### config.mk
export PLATFORM = sky130hd
export DESIGN_NAME = bin_to_seg_encoder
export DESIGN_NICKNAME = d
export VERILOG_FILES = /design/src/rtl/hex_pkg.sv /design/src/rtl/bin_to_seg_encoder_seg7_decode.sv /design/src/rtl/bin_to_seg_encoder.sv
export SDC_FILE = /design/constraint.sdc
export NUM_CORES = 1
export LEC_CHECK = 0
export BUFFER_PORTS_ARGS = -buffer_cell sky130_fd_sc_hd__buf_4
export CORE_ASPECT_RATIO = 0.75
export CORE_MARGIN = 2
export CORE_UTILIZATION = 40
export CTS_CLUSTER_SIZE = 30
export DETAILED_ROUTE_END_ITERATION = 10
export PLACE_DENSITY_LB_ADDON = 0.1
export SYNTH_ARGS = -nofsm -noshare
export SYNTH_HDL_FRONTEND = slang
export SYNTH_SLANG_ARGS = --single-unit
### constraint.sdc
create_clock -name clk -period 1.9 [get_ports clk]
set_input_delay 0.19 -clock clk [delete_from_list [all_inputs] [get_ports clk]]
set_output_delay 0.19 -clock clk [all_outputs]
set_load 0.1 [all_outputs]
### src/rtl/hex_pkg.sv
// Shared types and constants for the binary-to-seven-segment feed.
// Segment bit order is {g,f,e,d,c,b,a}, active-high.
package hex_pkg;

  typedef logic [6:0] seg_t;

  localparam seg_t SEG_BLANK = 7'h00;
  localparam seg_t SEG_DASH  = 7'h40;

  localparam int unsigned BCD_MAX = 9999;

  typedef enum logic [1:0] {
    IDLE,
    SHIFT,
    ENCODE
  } state_t;

endpackage

### src/rtl/bin_to_seg_encoder_seg7_decode.sv
// One BCD digit to its seven-segment pattern; non-decimal codes go blank.
module seg7_decode
  import hex_pkg::*;
(
  input  logic [3:0] digit,
  output seg_t       seg
);

  always_comb begin
    seg = SEG_BLANK;
    case (digit)
      4'd0: seg = 7'h3F;
      4'd1: seg = 7'h06;
      4'd2: seg = 7'h5B;
      4'd3: seg = 7'h4F;
      4'd4: seg = 7'h66;
      4'd5: seg = 7'h6D;
      4'd6: seg = 7'h7D;
      4'd7: seg = 7'h07;
      4'd8: seg = 7'h7F;
      4'd9: seg = 7'h6F;
      default: seg = SEG_BLANK;
    endcase
  end

endmodule

### src/rtl/bin_to_seg_encoder.sv
// Binary to four-digit seven-segment patterns via sequential double-dabble.
// Optional macro LEADING_ZERO_BLANK_EN blanks digits above the leading nonzero digit.
module bin_to_seg_encoder
  import hex_pkg::*;
#(
  parameter int IN_W = 14
) (
  input  logic            clk,
  input  logic            rst,
  input  logic [IN_W-1:0] in_data,
  input  logic            in_valid,
  output logic            in_ready,
  output seg_t            seg0,
  output seg_t            seg1,
  output seg_t            seg2,
  output seg_t            seg3,
  output logic            seg_valid
);

  localparam int CNT_W = $clog2(IN_W);

  state_t            state_q, state_d;
  logic [IN_W-1:0]   bin_q, bin_d;
  logic [15:0]       bcd_q, bcd_d, bcd_adj;
  logic [CNT_W-1:0]  cnt_q, cnt_d;
  logic              ovf_q, ovf_d;
  seg_t              seg0_q, seg1_q, seg2_q, seg3_q;
  seg_t              seg0_d, seg1_d, seg2_d, seg3_d;
  logic              seg_valid_q, seg_valid_d;
  logic [16+IN_W-1:0] shifted;
  seg_t              dec0, dec1, dec2, dec3;
  seg_t              disp0, disp1, disp2, disp3;

  seg7_decode u_dec0 (.digit(bcd_q[3:0]),   .seg(dec0));
  seg7_decode u_dec1 (.digit(bcd_q[7:4]),   .seg(dec1));
  seg7_decode u_dec2 (.digit(bcd_q[11:8]),  .seg(dec2));
  seg7_decode u_dec3 (.digit(bcd_q[15:12]), .seg(dec3));

  always_comb begin
    disp0 = dec0;
    disp1 = dec1;
    disp2 = dec2;
    disp3 = dec3;
`ifdef LEADING_ZERO_BLANK_EN
    // seg0 is never blanked so zero still shows a single "0"
    if (bcd_q[15:12] == 4'd0) disp3 = SEG_BLANK;
    if (bcd_q[15:8] == 8'd0)  disp2 = SEG_BLANK;
    if (bcd_q[15:4] == 12'd0) disp1 = SEG_BLANK;
`else
    disp0 = dec0;
`endif
    if (ovf_q) begin
      disp0 = SEG_DASH;
      disp1 = SEG_DASH;
      disp2 = SEG_DASH;
      disp3 = SEG_DASH;
    end
  end

  always_comb begin
    bcd_adj = bcd_q;
    for (int i = 0; i < 4; i++) begin
      if (bcd_q[4*i +: 4] >= 4'd5) bcd_adj[4*i +: 4] = bcd_q[4*i +: 4] + 4'd3;
    end
    shifted = {bcd_adj, bin_q} << 1;
  end

  always_comb begin
    state_d     = state_q;
    bin_d       = bin_q;
    bcd_d       = bcd_q;
    cnt_d       = cnt_q;
    ovf_d       = ovf_q;
    seg0_d      = seg0_q;
    seg1_d      = seg1_q;
    seg2_d      = seg2_q;
    seg3_d      = seg3_q;
    seg_valid_d = 1'b0;
    case (state_q)
      IDLE: begin
        if (in_valid) begin
          state_d = SHIFT;
          bin_d   = in_data;
          bcd_d   = '0;
          cnt_d   = '0;
          ovf_d   = 32'(in_data) > BCD_MAX;
        end
      end
      SHIFT: begin
        bcd_d = shifted[16+IN_W-1:IN_W];
        bin_d = shifted[IN_W-1:0];
        cnt_d = cnt_q + CNT_W'(1);
        if (cnt_q == CNT_W'(IN_W - 1)) state_d = ENCODE;
      end
      ENCODE: begin
        seg0_d      = disp0;
        seg1_d      = disp1;
        seg2_d      = disp2;
        seg3_d      = disp3;
        seg_valid_d = 1'b1;
        state_d     = IDLE;
      end
      default: state_d = IDLE;
    endcase
  end

  always_ff @(posedge clk or posedge rst) begin
    if (rst) begin
      state_q     <= IDLE;
      bin_q       <= '0;
      bcd_q       <= '0;
      cnt_q       <= '0;
      ovf_q       <= 1'b0;
      seg0_q      <= SEG_BLANK;
      seg1_q      <= SEG_BLANK;
      seg2_q      <= SEG_BLANK;
      seg3_q      <= SEG_BLANK;
      seg_valid_q <= 1'b0;
    end else begin
      state_q     <= state_d;
      bin_q       <= bin_d;
      bcd_q       <= bcd_d;
      cnt_q       <= cnt_d;
      ovf_q       <= ovf_d;
      seg0_q      <= seg0_d;
      seg1_q      <= seg1_d;
      seg2_q      <= seg2_d;
      seg3_q      <= seg3_d;
      seg_valid_q <= seg_valid_d;
    end
  end

  assign in_ready  = (state_q == IDLE);
  assign seg0      = seg0_q;
  assign seg1      = seg1_q;
  assign seg2      = seg2_q;
  assign seg3      = seg3_q;
  assign seg_valid = seg_valid_q;

endmodule

==> results of run 1 <==
through the flow:
step	cell area, um^2	utilization	setup slack [ns]
after global placement	3940	0.468	0.271
after global routing	4250	0.504	0.0160
after CTS	4250	0.504	0.155
after floorplan	3460	-	0.0552
after detailed placement	3940	0.468	0.167
final	4250	0.504	0.161
area by class of cell:
cell class,instances,share of cell area
clock inverters,2,0.00825
flip-flops and latches,66,0.389
clock buffers,14,0.0622
multi-input cells,266,0.388
inverters,15,0.0133
repair buffers,57,0.107
well taps,108,0.0318
what timing repair did:
action	in CTS	in global routing
resized for setup	0	0
hold buffers	1	0
endpoints found under the hold margin	66	0
flip-flops by register name (all words and copies together) (netlist names):
name       flops
seg1           7
seg3           7
seg_valid      1
cnt_q          4
seg2           7
state_q        2
bin_q         14
bcd_q         16
ovf_q          1
seg0           7
layout by cell type, fill, tap and decap left out, types with 2 or more instances in the layout:
master / count
nor2b_1: 4
clkbuf_16: 9
nand3_1: 2
nand2b_1: 15
xnor2_1: 4
inv_1: 13
o21ai_1: 7
clkbuf_1: 3
buf_12: 2
mux2i_1: 17
clkbuf_8: 2
nand2_1: 51
a21oi_1: 18
nor2_1: 21
nor3b_1: 2
nor3_1: 7
and2_1: 3
dfrtp_1: 66
xor2_1: 4
a21o_1: 2
buf_4: 54
a22o_1: 8
ha_1: 24
o31ai_1: 2
o21ai_0: 62
a31oi_1: 4
inv_2: 2
layer usage:
metal,wire [um],global-route usage,vias to the layer above
li1,-,-,1342
met1,3810,0.239,1208
met2,3190,0.258,41
met3,298,0.0520,11
met4,113,0.0640,0
met5,0,0,-
cells by family (layout without fill, tap and decap cells):
kind of cell               Yosys count  after routing  share of synthesized area
DFF                                 66             66                      0.478
AOI/OAI and AO/OA                  107            107                      0.172
adders and majority gates           24             24                     0.0869
xor gates and xnor gates             8              8                     0.0203
muxes                               17             17                     0.0492
and+or+nand+nor                    110            110                      0.147
buffers and inverters               35             88                     0.0470
path summary, 6_finish.rpt:
kind | from | end
worst max-delay path | bcd_q[1] | bcd_q[2]
worst min-delay path | in_data[0] | bin_q[0]
min in group asynchronous | rst | bcd_q[11]
worst max register to register | bcd_q[1] | bcd_q[2]
max in group asynchronous | rst | cnt_q[2]
worst min register to register | bin_q[4] | bin_q[5]
power by group:
group          leakage (nW)  switching [mW]  internal, mW
clock network         0.147           0.594          1.09
logic                 0.980            2.85          1.30
registers             0.879           0.575          1.91
total                  2.01            4.02          4.30
==> results.toml, run 1 <==
[timing]
post-route-period-util = 0.915
fin_hold_ws_ns = 0.0952
slew_viol_final = 0
worstMarginPinSlew_ns = 0.443
worst_clock_skew_ns = 0.00588
fmaxAchievable_mhz = 575
max-slew-margin-rel = 0.705
final.min_clock_period_ns = 1.74
report.final.hold_viol_count = 0
rsz_0062_raised_after_global_routing = "no"
report.final.setup_viol = 0
fin_setup_tns_ns = 0

[worst_setup_path]
critical_path_class = "reg -> reg"
worstPathBufferInverterCount = 1
crit_fanout = 7
worst_path_largest_cell_delay_ns = 0.45
worst-endpoint-arrival_ns = 1.96
crit_path_max_delay_family = "compound AO/OA/AOI/OAI gates"
cp_slowest_cell = "dfrtp_1"
worst_ep_required_time_ns = 2.12
worstPathCellList = "inv_1 -> ha_1 -> nand2b_1 -> a21oi_1 -> mux2i_1 -> a22o_1"
path_depth = 6
worst_r2r_path_depth = 6
timing.critical_path.from_type = "flop"
register_to_register_setup_slack_ns = 0.16
kind_of_end_point_of_the_critical_path = "flop"

[synth]
post_synth_design_cell_area_um2 = 3460
post_synthesis_cell_count = 367
synth_nets = 408
yosys_warnings = 0
syn_avg_cell_area_um2 = 9.42
yosys_register_bits = 66
netlist-cell-type-count = 36
asyncSetResetFlopFracSynth = 1.00
synthMostInstantiatedCell = "dfrtp_1"
synth_enable_flop_cells = 0
most_common_library_cells_after_synthesis = "66 x dfrtp_1, 62 x o21ai_0, 51 x nand2_1, 24 x ha_1, 21 x nor2_1"
sequential_fraction_of_the_synthesis_area = 0.478
synth_flop_cell = "dfrtp_1"
synth_area_leaders = "dfrtp_1 48%, o21ai_0 9.0%, ha_1 8.7%"
synth_largest_area_cell = "dfrtp_1"
yosysTopAreaCellShare = 0.478

[pwr]
power.ir.vdd_worst_mv = 1.01
p_leak_nw = 2.01
report.power.total_mw = 8.32
cellPowerDensity_nw_per_um2 = 1960

[place]
dp_hpwl_mm = 5.05
dpl.cell_count = 511
port_buffers = 46
gp_congestion = 0.804

[clocking]
ctsHtreeMaxLevel = 3
tritoncts_clock_tree = "done"
clock_sink_count = 66
path_clk_slew_ns = 0.06
post-cts-setup-buffer-count = 0
cts.root.buffer_cell = "clkbuf_16"
insertion_delay_ns = 0.33
cts-root-to-sink-buffers = 2
cts_made_buffers = 9

[route]
drt_pre_antenna_iters = 4
detailroute.via_count = 2602
drt_iter0_drc = 149
viasPerCell = 4.93
post-route-drc-count = 0
wl_per_cell_um = 14.0
postRouteAntennaNets = 0
routed_wire_length_mm = 7.42

[die]
die-area_um2 = 9410
fp.coreArea_um2 = 8420
die_h_um = 84.5
core.rowCount = 29
num_io_pins = 47
start_util = 0.411
die_w_um = 111

[global_routing]
grt_overflow_total = 0
grt_antenna_before_repair = 0
grtUsageTotal = 0.173
pin_count_of_the_biggest_net_entering_global_routing = 67
wire_length_of_the_first_global_routing_pass_mm = 12.8
grt_pass1_vias = 2633

[final_layout]
antenna_diode_count = 0
sequential_cell_area_um2 = 1650
footprint_of_the_multi_input_gates_um2 = 1650
layout_net_count = 456
fillerInstances = 802
finalNonFillerCells = 528
share_of_post_route_cells_with_drive_strength_above_1 = 0.176
area.growth.synth_to_final_pct = 22.8

[flow_run]
cap_violations = 0

[worst_hold_path]
worst_hold_path_type = "in -> reg"
whs_path_depth = 2

[run_status]
status = "complete, no violations"
Note: power is estimated with default switching activity, not from simulation.
==> inputs of run 2 (changes only) <==
Settings changed: CELL_PAD_IN_SITES_DETAIL_PLACEMENT set to 1, CELL_PAD_IN_SITES_GLOBAL_PLACEMENT set to 1.
==> run 2 against run 1 <==
Net effect: final area decreased by 0.59%; clock skew decreased by 0.00066 ns; non-clock buffer count unchanged; worst hold slack improved by 0.0024 ns; wire length increased by 8.1%; worst setup slack improved by 0.0063 ns; combinational power increased by 1%; clock-buffer cell count decreased by 2; largest power group unchanged; power increased by 0.23%; critical path depth unchanged.
==> results.toml, run 2 (synthesis gave the netlist of run 1 again) <==
[run_status]
status = "complete, no violations"

[global_routing]
wire_length_of_the_first_global_routing_pass_mm = 13.9
grtUsageTotal = 0.184
pin_count_of_the_biggest_net_entering_global_routing = 36
grt_antenna_before_repair = 0
grt_pass1_vias = 2745
grt_overflow_total = 0

[timing]
setup_slack_ns = 0.167
fin_hold_ws_ns = 0.0977
worstMarginPinSlew_ns = 0.464
report.final.setup_viol = 0
slew_viol_final = 0
worst_clock_skew_ns = 0.00522
final.min_clock_period_ns = 1.73
post-route-period-util = 0.912
fin_setup_tns_ns = 0
fmaxAchievable_mhz = 577
report.final.hold_viol_count = 0
rsz_0062_raised_after_global_routing = "no"
max-slew-margin-rel = 0.691

[pwr]
switching_power_of_the_nets_mw = 4.07
p_int_mw = 4.27
netSwitchingFraction = 0.488
p_comb_frac = 0.506
power.ir.vdd_worst_mv = 0.885
power_frac_clock = 0.193
report.power.total_mw = 8.34
p_leak_nw = 2.00
cellPowerDensity_nw_per_um2 = 1980
sequentialPowerShare = 0.301

[final_layout]
largest_register_ff_count = 16
share_of_post_route_cells_with_drive_strength_above_1 = 0.177
most-common-layout-cells = "66 x dfrtp_1, 62 x o21ai_0, 55 x buf_4"
antenna_diode_count = 0
top_registers = "bcd_q (16), bin_q (14)"
commonest_non_fill_non_tap_cell_in_the_layout = "dfrtp_1"
fillerInstances = 967
area.growth.synth_to_final_pct = 22.1
registers.top_by_ff_count = "bcd_q"
finish.instance_area_um2 = 4220
layout_net_count = 456

[route]
viasPerCell = 5.17
drt_pre_antenna_iters = 4
drt_iter0_drc = 98
detailroute.via_count = 2723
wl_per_cell_um = 15.2
routed_wire_length_mm = 8.01
postRouteAntennaNets = 0
post-route-drc-count = 0

[worst_hold_path]
hold_path.startpoint = "in_data[0]"
hold_end = "bin_q[0]"
worst_hold_path_type = "in -> reg"
whs_path_depth = 2

[clocking]
ctsHtreeMaxLevel = 3
cts-root-to-sink-buffers = 2
cts.root.buffer_cell = "clkbuf_16"
cts_made_buffers = 9
tritoncts_clock_tree = "done"
path_clk_slew_ns = 0.05
post-cts-setup-buffer-count = 0
clock_sink_count = 66
insertion_delay_ns = 0.33

[die]
fp.coreArea_um2 = 8420
die_h_um = 84.5
core.rowCount = 29
num_io_pins = 47
die_w_um = 111
die-area_um2 = 9410
start_util = 0.411

[worst_setup_path]
worst_path_largest_cell_delay_ns = 0.47
critical_path_class = "reg -> reg"
register_to_register_setup_slack_ns = 0.17
kind_of_end_point_of_the_critical_path = "flop"
worst-endpoint-arrival_ns = 2.00
timing.rr.start = "bcd_q[9]"
worstPathBufferInverterCount = 1
crit_fanout = 7
worst_r2r_path_depth = 6
worst_ep_required_time_ns = 2.17
crit_path_max_delay_family = "flip-flops"
timing.critical_path.from_type = "flop"
cp_slowest_cell = "dfrtp_1"
crit-reg2reg-capture = "bcd_q[10]"
worstPathCellList = "inv_1 -> ha_1 -> nand2b_1 -> a21oi_1 -> mux2i_1 -> a22o_1"

[flow_run]
cap_violations = 0

[place]
gp_congestion = 0.781
postPlaceCellArea_um2 = 3920
port_buffers = 46
place_ws_ns = 0.188
dp_hpwl_mm = 5.73
run 2: per-layer routing:
metal | up-vias | track usage | part of all wire
met5 | - | 0 | 0
met4 | 0 | 0.0561 | 0.0057
met3 | 4 | 0.0520 | 0.042
met2 | 49 | 0.282 | 0.45
met1 | 1321 | 0.256 | 0.50
li1 | 1349 | - | -
run 2: through the flow:
| step | utilization | std cells |
|---|---|---|
| floorplan | - | 367 |
| global placement | 0.466 | 511 |
| detailed placement | 0.466 | 511 |
| CTS | 0.501 | 527 |
| global route | 0.501 | 527 |
| finish | 0.501 | 527 |
run 2: final cells by class:
| class | instances | area (um^2) | share of cell area |
|---|---|---|---|
| Clock buffer | 12 | 246 | 0.0584 |
| Clock inverter | 3 | 40.0 | 0.00949 |
| Multi-Input combinational cell | 266 | 1650 | 0.390 |
| Tap cell | 108 | 135 | 0.0320 |
| Inverter | 15 | 56.3 | 0.0133 |
| Timing Repair Buffer | 57 | 443 | 0.105 |
| Sequential cell | 66 | 1650 | 0.391 |
run 2: power by group through the flow:
stage,registers (mW),logic [mW],clock network [mW]
after floorplan,3.66,2.09,0
after global placement,2.49,4.17,0
after detailed placement,2.53,4.24,0
after CTS,2.52,4.27,1.65
after global routing,2.61,4.65,1.71
final,2.51,4.22,1.61
run 2: repair_timing:
item | in CTS | in global routing
resized for setup | 0 | 0
endpoints found under the hold margin | 47 | 0
setup endpoints to repair | 0 | 0
hold buffers | 1 | 0
run 2: how the worst max path moves through the flow:
stage / startpoint / to / slack [ns] / cells after the start
floorplan: rst / bcd_q[0] / 0.06 / 1
global placement: bcd_q[1] / bcd_q[2] / 0.27 / 6
detailed placement: bcd_q[1] / bcd_q[2] / 0.19 / 6
CTS: bcd_q[9] / bcd_q[10] / 0.15 / 6
global route: bcd_q[1] / bcd_q[2] / 0.004 / 6
finish: bcd_q[9] / bcd_q[10] / 0.17 / 6
==> inputs of run 3 (changes only) <==
Settings changed: BUFFER_PORTS_ARGS -buffer_cell sky130_fd_sc_hd__buf_4 to -buffer_cell sky130_fd_sc_hd__buf_2.
==> run 3 against run 2 <==
Net effect: maximum frequency rose by 2.0%; core utilization decreased by 1.3 points; cell count decreased by 0.19%; non-clock buffer count fell by 1; clock skew up 0.0022 ns; critical path type unchanged; register-to-register slack better by 0.03 ns; worst hold slack got worse by 0.011 ns; clock-buffer cell count unchanged; die area did not move; critical path depth did not move; via count down 0.51%; sequential share of layout area up 1.0 points.
==> results.toml, run 3 (synthesis gave the netlist of run 1 again) <==
[final_layout]
layout_net_count = 455
fillerInstances = 997
antenna_diode_count = 0
share_of_post_route_cells_with_drive_strength_above_1 = 0.175
commonest_non_fill_non_tap_cell_in_the_layout = "dfrtp_1"
sequential_cell_area_um2 = 1650
registers.top_by_ff_count = "bcd_q"
area.growth.synth_to_final_pct = 18.9
most-common-layout-cells = "66 x dfrtp_1, 62 x o21ai_0, 51 x nand2_1"
top_registers = "bcd_q (16), bin_q (14)"
largest_register_ff_count = 16
footprint_of_the_multi_input_gates_um2 = 1650

[worst_hold_path]
hold_end = "bin_q[0]"
whs_path_depth = 2
worst_hold_path_type = "in -> reg"
hold_path.startpoint = "in_data[0]"

[place]
dp_hpwl_mm = 5.61
port_buffers = 46
gp_congestion = 0.814

[route]
drt_pre_antenna_iters = 4
routed_wire_length_mm = 8.15
post-route-drc-count = 0
drt_iter0_drc = 86
detailroute.via_count = 2709
postRouteAntennaNets = 0
wl_per_cell_um = 15.5
viasPerCell = 5.15

[clocking]
cts-root-to-sink-buffers = 2
cts_made_buffers = 9
tritoncts_clock_tree = "done"
cts.root.buffer_cell = "clkbuf_16"
path_clk_slew_ns = 0.06
insertion_delay_ns = 0.34
clock_sink_count = 66
ctsHtreeMaxLevel = 3

[worst_setup_path]
critical_path_class = "reg -> reg"
register_to_register_setup_slack_ns = 0.20
worstPathCellList = "inv_1 -> ha_1 -> nand2b_1 -> a21oi_1 -> mux2i_1 -> a22o_1"
crit-reg2reg-capture = "bcd_q[2]"
crit_fanout = 7
worst_r2r_path_depth = 6
timing.rr.start = "bcd_q[1]"
worst_ep_required_time_ns = 2.12
worst_path_largest_cell_delay_ns = 0.45
cp_slowest_cell = "dfrtp_1"
kind_of_end_point_of_the_critical_path = "flop"
worst-endpoint-arrival_ns = 1.92
timing.critical_path.from_type = "flop"

[timing]
post-route-period-util = 0.894
rsz_0062_raised_after_global_routing = "no"
report.final.setup_viol = 0
max-slew-margin-rel = 0.670
report.final.hold_viol_count = 0
fin_setup_tns_ns = 0
worstMarginPinSlew_ns = 0.499
fmaxAchievable_mhz = 588
worst_clock_skew_ns = 0.00742
slew_viol_final = 0
final.min_clock_period_ns = 1.70

[global_routing]
grtUsageTotal = 0.187
grt_overflow_total = 0
pin_count_of_the_biggest_net_entering_global_routing = 67
wire_length_of_the_first_global_routing_pass_mm = 14.0
grt_pass1_vias = 2764
grt_antenna_before_repair = 0

[die]
die_h_um = 84.5
fp.coreArea_um2 = 8420
start_util = 0.411
die-area_um2 = 9410
die_w_um = 111
num_io_pins = 47
core.rowCount = 29

[flow_run]
cap_violations = 0

[run_status]
status = "complete, no violations"
-- run 3: changes by cell type in the layout (fill, tap and decap cells not counted), sizes merged --
cell	delta
buf	-1
-- run 3: cell type report --
type                            count  share of cell area
Inverter                           15              0.0137
Sequential cell                    66               0.402
Clock inverter                      3             0.00974
Timing Repair Buffer               56              0.0810
Multi-Input combinational cell    266               0.401
Tap cell                          108              0.0329
Clock buffer                       12              0.0600
-- run 3: what timing repair did --
action / 4_1_cts / 5_1_grt
setup buffers: 0 / 0
hold endpoints to repair: 66 / 0
resized for setup: 0 / 0
hold buffers: 1 / 0
-- run 3: metrics by stage --
step | worst slack [ns] | instances | area (um^2) | hold WS (ns) | utilization
2_1_floorplan | 0.0552 | 367 | 3460 | 0.330 | -
3_3_place_gp | 0.251 | 510 | 3810 | 0.299 | 0.453
3_5_place_dp | 0.205 | 510 | 3810 | 0.298 | 0.453
4_1_cts | 0.188 | 526 | 4110 | 0.0842 | 0.488
5_1_grt | 0.0669 | 526 | 4110 | 0.0978 | 0.488
6_report | 0.201 | 526 | 4110 | 0.0869 | 0.488
-- run 3: critical path, delay by kind of cell (launching register included) --
| kind | cells | cell delay (ns) |
|---|---|---|
| flops | 1 | 0.45 |
| mux | 1 | 0.12 |
| buf+inv | 1 | 0.13 |
| fa+ha+maj | 1 | 0.22 |
| compound gates | 2 | 0.51 |
| simple gates | 1 | 0.14 |
-- run 3: layer usage --
metal | GRT usage | share of wire
met5 | 0 | 0
met4 | 0.0640 | 0.014
met3 | 0.0448 | 0.033
met2 | 0.291 | 0.45
met1 | 0.259 | 0.50
-- run 3: how the worst max path moves through the flow --
stage	start	end	slack (ns)	cells after the start
2_1_floorplan	rst	bcd_q[0]	0.06	1
3_3_place_gp	bcd_q[1]	bcd_q[2]	0.25	6
3_5_place_dp	bcd_q[1]	bcd_q[2]	0.20	6
4_1_cts	bcd_q[1]	bcd_q[2]	0.19	6
5_1_grt	bcd_q[1]	bcd_q[2]	0.07	6
6_report	bcd_q[1]	bcd_q[2]	0.20	6
Power of run 3 is not shown: default switching activity piles up to over one toggle a cycle in this logic, so the estimate is an artifact.
